### config.mk
export PLATFORM = sky130hd
export DESIGN_NAME = ptmch_spi_cmd_tx
export DESIGN_NICKNAME = d
export VERILOG_FILES = /design/src/rtl/ptmch_pkg.sv /design/src/rtl/ptmch_spi_sck_gen.sv /design/src/rtl/ptmch_spi_cmd_tx.sv
export SDC_FILE = /design/constraint.sdc
export NUM_CORES = 1
export LEC_CHECK = 0
export CAP_MARGIN = 20
export CORE_MARGIN = 2
export CORE_UTILIZATION = 35
export CTS_BUF_LIST = sky130_fd_sc_hd__clkbuf_16
export DETAILED_ROUTE_END_ITERATION = 6
export PLACE_DENSITY = 0.59
export SYNTH_ARGS = -nofsm -noshare
export SYNTH_HDL_FRONTEND = slang
export SYNTH_HIERARCHICAL = 1
export SYNTH_SLANG_ARGS = --single-unit
export TNS_END_PERCENT = 1
### constraint.sdc
create_clock -name CLK160M -period 2.15 [get_ports CLK160M]
set_input_delay 0.3225 -clock CLK160M [delete_from_list [all_inputs] [get_ports CLK160M]]
set_output_delay 0.3225 -clock CLK160M [all_outputs]
set_load 0.1 [all_outputs]
### src/rtl/ptmch_pkg.sv
// ptmch_pkg: shared types and constants for the ptmch SPI command initiator.
// Holds the initiator FSM state enum, the flash opcodes the ptmch
// instruction-trigger path recognises, and the frame-length clamp.
`timescale 1ns/1ps
package ptmch_pkg;

   typedef enum logic [2:0] {
      ST_IDLE  = 3'd0,
      ST_SETUP = 3'd1,
      ST_SHIFT = 3'd2,
      ST_HOLD  = 3'd3,
      ST_GAP   = 3'd4
   } spi_state_e;

   localparam logic [7:0] OP_PROGRAM_EXECUTE  = 8'h10;
   localparam logic [7:0] OP_READ_STATUS1     = 8'h0F;
   localparam logic [7:0] OP_READ_STATUS2     = 8'h05;
   localparam logic [7:0] OP_BLOCK_ERASE_128K = 8'hD8;
   localparam logic [7:0] OP_PAGE_DATA_READ   = 8'h13;
   localparam logic [7:0] OP_WRITE_STATUS1    = 8'h1F;
   localparam logic [7:0] OP_WRITE_STATUS2    = 8'h01;

   // A zero-length request still sends the opcode; oversize requests are cut
   // to the longest frame the shift register can hold.
   function automatic int clamp_nbytes(input int n, input int max_bytes);
      if (n == 0) begin
         return 1;
      end else if (n > max_bytes) begin
         return max_bytes;
      end else begin
         return n;
      end
   endfunction

endpackage

### src/rtl/ptmch_spi_sck_gen.sv
// ptmch_spi_sck_gen: SCK divider. While enabled, SCK toggles every P_CLK_DIV
// clocks, first toggle being a rise. rise_o/fall_o flag the cycle whose
// closing edge moves SCK, so the caller can update MOSI on the same edge.
`timescale 1ns/1ps
module ptmch_spi_sck_gen #(
   parameter int P_CLK_DIV = 8
) (
   input  logic clk_i,
   input  logic rst_i,
   input  logic en_i,
   output logic sck_o,
   output logic rise_o,
   output logic fall_o
);

   localparam int CW = $clog2(P_CLK_DIV + 1);
   localparam logic [CW-1:0] CNT_LAST = CW'(P_CLK_DIV - 1);

   logic [CW-1:0] cnt_q;
   logic          sck_q;
   logic          tick;

   assign tick   = en_i && (cnt_q == CNT_LAST);
   assign rise_o = tick && !sck_q;
   assign fall_o = tick && sck_q;
   assign sck_o  = sck_q;

   // Half-period counter and SCK flop; disabling parks SCK low and rearms the count.
   always_ff @(posedge clk_i or posedge rst_i) begin
      if (rst_i) begin
         cnt_q <= '0;
         sck_q <= 1'b0;
      end else if (!en_i) begin
         cnt_q <= '0;
         sck_q <= 1'b0;
      end else if (tick) begin
         cnt_q <= '0;
         sck_q <= ~sck_q;
      end else begin
         cnt_q <= cnt_q + 1'b1;
      end
   end

endmodule

### src/rtl/ptmch_spi_cmd_tx.sv
// ptmch_spi_cmd_tx: SPI mode-0 flash command initiator (opcode + up to
// P_MAX_BYTES-1 argument bytes). Optional MISO capture is built when the
// macro PTMCH_SPI_RX_EN is defined; the default build omits RX_DATA/RX_VALID.
`timescale 1ns/1ps
module ptmch_spi_cmd_tx
   import ptmch_pkg::*;
#(
   parameter int P_CLK_DIV   = 8,
   parameter int P_MAX_BYTES = 4,
   parameter int P_CS_GAP    = 16
) (
   input  logic                         CLK160M,
   input  logic                         RESET,
   input  logic                         CMD_VALID,
   output logic                         CMD_READY,
   input  logic [7:0]                   CMD_OPCODE,
   input  logic [8*(P_MAX_BYTES-1)-1:0] CMD_ARG,
   input  logic [2:0]                   CMD_NBYTES,
   output logic                         SPI_CS,
   output logic                         SPI_CLK,
   output logic                         SPI_MOSI,
   input  logic                         SPI_MISO,
   output logic                         BUSY,
   output logic                         DONE
`ifdef PTMCH_SPI_RX_EN
   ,
   output logic [8*(P_MAX_BYTES-1)-1:0] RX_DATA,
   output logic                         RX_VALID
`endif
);

   localparam int SW = 8 * P_MAX_BYTES;
   localparam int BW = $clog2(SW);
   localparam int TMAX = (2 * P_CLK_DIV > P_CS_GAP) ? 2 * P_CLK_DIV : P_CS_GAP;
   localparam int TW = $clog2(TMAX + 1);
   // HOLD covers the low half of the final bit plus the CS hold time.
   localparam logic [TW-1:0] HOLD_LAST = TW'(2 * P_CLK_DIV - 1);
   localparam logic [TW-1:0] GAP_LAST  = TW'(P_CS_GAP - 1);

   spi_state_e    state_q, state_d;
   logic [SW-1:0] shreg_q, shreg_d;     // bits still to send after the one on MOSI
   logic [BW-1:0] bit_cnt_q, bit_cnt_d; // bits left minus one
   logic [TW-1:0] tmr_q, tmr_d;
   logic          cs_q, cs_d;
   logic          mosi_q, mosi_d;
   logic          done_q, done_d;
   logic [2:0]    nbytes_clamped;
   logic          sck_en, sck_rise, sck_fall;

   assign nbytes_clamped = 3'(clamp_nbytes(int'(CMD_NBYTES), P_MAX_BYTES));
   assign sck_en = (state_q == ST_SETUP) || (state_q == ST_SHIFT);

   ptmch_spi_sck_gen #(
      .P_CLK_DIV(P_CLK_DIV)
   ) u_sck_gen (
      .clk_i (CLK160M),
      .rst_i (RESET),
      .en_i  (sck_en),
      .sck_o (SPI_CLK),
      .rise_o(sck_rise),
      .fall_o(sck_fall)
   );

`ifdef PTMCH_SPI_RX_EN
   logic [SW-9:0] rx_q, rx_d;
   logic [SW-9:0] rx_data_q, rx_data_d;
   logic          rx_valid_q, rx_valid_d;
   logic [2:0]    nbytes_q, nbytes_d;
   logic [SW-9:0] rx_aligned;

   // Opcode-phase bits fall off the top; argument bytes land MSB-aligned.
   assign rx_aligned = rx_q << (8 * (P_MAX_BYTES - int'(nbytes_q)));
   assign RX_DATA    = rx_data_q;
   assign RX_VALID   = rx_valid_q;
`else
   logic unused_miso;
   assign unused_miso = SPI_MISO;
`endif

   // Next-state and datapath decode; every target defaults to hold.
   always_comb begin
      state_d   = state_q;
      shreg_d   = shreg_q;
      bit_cnt_d = bit_cnt_q;
      tmr_d     = tmr_q;
      cs_d      = cs_q;
      mosi_d    = mosi_q;
      done_d    = 1'b0;
`ifdef PTMCH_SPI_RX_EN
      rx_d       = rx_q;
      rx_data_d  = rx_data_q;
      rx_valid_d = 1'b0;
      nbytes_d   = nbytes_q;
      if (sck_rise) begin
         rx_d = {rx_q[SW-10:0], SPI_MISO};
      end
`endif
      case (state_q)
         ST_IDLE: begin
            if (CMD_VALID) begin
               shreg_d   = {CMD_OPCODE[6:0], CMD_ARG, 1'b0};
               mosi_d    = CMD_OPCODE[7];
               bit_cnt_d = BW'(8 * int'(nbytes_clamped) - 1);
               cs_d      = 1'b0;
               tmr_d     = '0;
               state_d   = ST_SETUP;
`ifdef PTMCH_SPI_RX_EN
               rx_d     = '0;
               nbytes_d = nbytes_clamped;
`endif
            end
         end
         ST_SETUP: begin
            if (sck_rise) begin
               state_d = ST_SHIFT;
            end
         end
         ST_SHIFT: begin
            if (sck_fall) begin
               if (bit_cnt_q == '0) begin
                  tmr_d   = '0;
                  state_d = ST_HOLD;
               end else begin
                  bit_cnt_d = bit_cnt_q - 1'b1;
                  mosi_d    = shreg_q[SW-1];
                  shreg_d   = {shreg_q[SW-2:0], 1'b0};
               end
            end
         end
         ST_HOLD: begin
            if (tmr_q == HOLD_LAST) begin
               tmr_d   = '0;
               cs_d    = 1'b1;
               mosi_d  = 1'b0;
               done_d  = 1'b1;
               state_d = ST_GAP;
`ifdef PTMCH_SPI_RX_EN
               rx_data_d  = rx_aligned;
               rx_valid_d = 1'b1;
`endif
            end else begin
               tmr_d = tmr_q + 1'b1;
            end
         end
         ST_GAP: begin
            if (tmr_q == GAP_LAST) begin
               tmr_d   = '0;
               state_d = ST_IDLE;
            end else begin
               tmr_d = tmr_q + 1'b1;
            end
         end
         default: begin
            state_d = ST_IDLE;
            cs_d    = 1'b1;
            mosi_d  = 1'b0;
         end
      endcase
   end

   // State and datapath registers; reset forces the idle bus levels at once.
   always_ff @(posedge CLK160M or posedge RESET) begin
      if (RESET) begin
         state_q   <= ST_IDLE;
         shreg_q   <= '0;
         bit_cnt_q <= '0;
         tmr_q     <= '0;
         cs_q      <= 1'b1;
         mosi_q    <= 1'b0;
         done_q    <= 1'b0;
`ifdef PTMCH_SPI_RX_EN
         rx_q       <= '0;
         rx_data_q  <= '0;
         rx_valid_q <= 1'b0;
         nbytes_q   <= 3'd1;
`endif
      end else begin
         state_q   <= state_d;
         shreg_q   <= shreg_d;
         bit_cnt_q <= bit_cnt_d;
         tmr_q     <= tmr_d;
         cs_q      <= cs_d;
         mosi_q    <= mosi_d;
         done_q    <= done_d;
`ifdef PTMCH_SPI_RX_EN
         rx_q       <= rx_d;
         rx_data_q  <= rx_data_d;
         rx_valid_q <= rx_valid_d;
         nbytes_q   <= nbytes_d;
`endif
      end
   end

   assign SPI_CS    = cs_q;
   assign SPI_MOSI  = mosi_q;
   assign DONE      = done_q;
   assign CMD_READY = (state_q == ST_IDLE);
   assign BUSY      = (state_q != ST_IDLE);

endmodule
==> key figures <==
Yosys
  • Mapped Area: between 2000 and 3000 um^2
  • Post-synth EDFFs: 0
  • Syn. warnings: 6
  • Fraction of registers with async set/reset: 100.0%
  • Ys flop type: dfrtp_1
  • Synth Net Count: 300
  • Synth Register Bits: between 50 and 60
  • Seq/Total Area, Yosys: between 40% and 50%
  • Synth Instances: 258
  • Post-synth top area cell: dfrtp_1
  • Share of the synthesized area in the top cell type: 48.30%
  • Synth top area cells: dfrtp_1 (48%), mux2i_1 (13%), o21ai_1 (5.5%), nand2_1 (5.4%), a21oi_1 (1.7%)
  • Syn Area/Cell: around 10 um^2
  • Library cells used by synthesis: 55

Pwr
  • IR drop worst, VDD: 0.0003195 V
  • Leak pwr: roughly 1.7 nW
  • Pwr/cell area: ~570 nW/um^2

Clocking
  • Post-CTS setup buffer count: 0
  • CTS tree: yes
  • Clock sink count: 52
  • Clock root buffer: clkbuf_16
  • TritonCTS Buffers: 5
  • Worst-Skew Late Latency: 0.29 ns
  • Clock Tree Buf Depth: 2
  • CTS H-tree depth: 2
  • Clock transition at path regs: 0.07 ns

Finish
  • Area of the multi-input gates: around 1200 um^2
  • Ratio of cells with drive above 1 in the final layout: about 14%
  • Nets: 345
  • Reg area: 1304 um^2
  • P&R area growth vs syn: 29.55%
  • Fillers: 707
  • Ant diodes: 0

Die
  • Core Region: 7292 um^2
  • Initial Util: 36.24%
  • Die area: 8261 um^2
  • IO Pins: 45
  • Die W: ~91 um
  • Die H: 90.89 um
  • # rows: 31

Timing
  • Setup violators final: 0
  • Normalized max-slew margin: 76.82%
  • Peak Freq: 505.7 MHz
  • Clk_skew: 0.009066 ns
  • Unrepaired setup endpoints after global routing: no
  • Final period util: between 90% and 100%
  • Worst Max-Slew Pin Slew: 0.3390 ns
  • Post-layout minimum cycle time: approximately 2 ns
  • Final setup TNS: 0 ns
  • Final max-slew violation count: 0
  • Fin. Hold Viols: 0
  • Final setup margin: around 0.17 ns

GRT
  • Largest net degree at the start of global routing: 48
  • Global route total overflow: 0
  • Antenna violations before repair: 0
  • First-pass GRT wire length: 9011 um
  • Total GRT Usage: 13.34%
  • Vias in the first global route: between 1500 and 2000

Setup path
  • CP Max Fanout: 36
  • Slowest CP cell: dfrtp_1
  • Reg2reg setup slack: 0.17 ns
  • Critical path, cell by cell: ha_1 > and3b_1 > and3_1 > nor4bb_2 > a2bb2oi_4 > buf_12 > o21ai_0 > o21ai_0
  • Buf+Inv Stages, Crit Path: 1
  • CP delay by family, top: simple AND/OR/NAND/NOR gates
  • CP arrival: 2.15 ns
  • Setup CP Type: reg -> reg
  • Worst path required time: 2.32 ns
  • CP max stage delay: 0.39 ns
  • CP Launch Type: flop
  • Crit path capture type: flop
  • Most used cell, CP: o21ai_0

Detailed routing
  • DR WL/cell: 12.97 um
  • 1st-iter DRT viols: 79
  • DRC Markers: 0
  • Detailed-route via count: 1956
  • Via-to-Cell Ratio: 4.854
  • Pre-antenna DRT Iters: 4
  • Total Wirelength: 5226 um
  • DRT antenna net count: 0

Run status
  • Outcome: finished, final reports clean

Place
  • I/O Buffers: 43
  • Final RePlAce weighted congestion: 0.7747
  • HPWL after detailed placement: 3511 um
  • Place WS: 0.04202 ns

Min path
  • Hold crit path type: in -> async

Flow run
  • Max-cap violation count: 0
[state kept, by name (all words and copies together), names as in the netlist]
name	count
bit_cnt_q	5
tmr_q	5
u_sck_gen/cnt_q	4
u_sck_gen/sck_o	1
state_q	3
DONE	1
shreg_q	31
SPI_MOSI	1
SPI_CS	1
[cell usage after synthesis, types with 3 or more instances]
cell / number
o21ai_0: 5
and3_1: 3
mux2i_1: 33
nor2_1: 7
ha_1: 3
buf_2: 5
dfrtp_1: 51
clkbuf_1: 4
buf_6: 4
nand2_1: 38
inv_1: 9
o21ai_1: 29
nand3_1: 5
a21oi_1: 9
[kinds of logic after synthesis]
group / Yosys count / synth area share (%)
multiplexers: 34 / 12.93
AO/OA/AOI/OAI: 63 / 14.58
XOR/XNOR: 2 / 0.6630
buffers and inverters: 25 / 5.208
adder cells (fa/ha/maj): 3 / 1.421
flip-flops: 52 / 49.29
AND/OR/NAND/NOR: 79 / 15.91
[final cells by class]
cell class	count	share of cell area [%]
clock inverters	3	0.5848
repair buffers	54	16.74
multi-input cells	181	36.22
well taps	99	3.618
clock buffers	5	3.655
flip-flops and latches	52	38.08
inverters	9	1.096
[routing by layer]
metal | routed length (um) | up-vias | track usage (%)
met5 | 0 | - | 0
met4 | 78 | 0 | 4.798
met3 | 175 | 7 | 2.838
met2 | 2444 | 30 | 21.21
met1 | 2526 | 912 | 18.01
li1 | - | 1007 | -
[worst register-to-register path: cells and delay by family (launching register included)]
family	cells	cell delay, ns
AOI/OAI and AO/OA	3	0.38
buffers and inverters	1	0.18
DFF	1	0.39
and+or+nand+nor	3	0.69
adders and majority gates	1	0.23
[metrics by stage]
step           instance area, um^2  cells  utilization, %  power, mW  hold WS (ns)
2_1_floorplan                 2659    258               -      1.097        0.1010
3_3_place_gp                  3266    395           44.78      1.189        0.4601
3_5_place_dp                  3266    395           44.78      1.193        0.4691
4_1_cts                       3411    403           46.77      1.997        0.2780
5_1_grt                       3423    403           46.95      2.042        0.3169
6_report                      3423    403           46.95      1.961        0.2793
[cells in the final DEF (no fill, tap or decap), types with 3 or more instances in the layout]
master           instances
buf_12                   6
inv_1                    8
dfrtp_1                 50
nor2_1                   6
o21ai_0                  5
nand2_1                 38
clkdlybuf4s50_1         37
mux2i_1                 33
buf_4                   11
clkbuf_16                5
nand3_1                  5
o21ai_1                 29
a21oi_1                  9
and3_1                   3
ha_1                     3
[power by group]
part | total, mW | internal, mW | switching (mW)
logic | 0.147 | 0.0870 | 0.0595
registers | 1.02 | 1.01 | 0.0164
clock network | 0.792 | 0.430 | 0.362
total | 1.96 | 1.52 | 0.438
[worst paths after layout]
| path | startpoint | end | depth (start not counted) |
|---|---|---|---|
| min in group CLK160M | shreg_q[2] | shreg_q[2] | 2 |
| max reg2reg | u_sck_gen/cnt_q[0] | bit_cnt_q[3] | 8 |
| min reg2reg | shreg_q[2] | shreg_q[2] | 2 |
| min | RESET | u_sck_gen/cnt_q[1] | 2 |
| max | u_sck_gen/cnt_q[0] | bit_cnt_q[3] | 8 |
| max in group asynchronous | RESET | SPI_CS | 3 |
[what timing repair did]
item | in CTS | in global routing
hold buffers | 0 | 0
endpoints found under the setup margin | 0 | 3
resized for setup | 0 | 2
endpoints found under the hold margin | 0 | 0
Note: power is estimated with default switching activity, not from simulation.
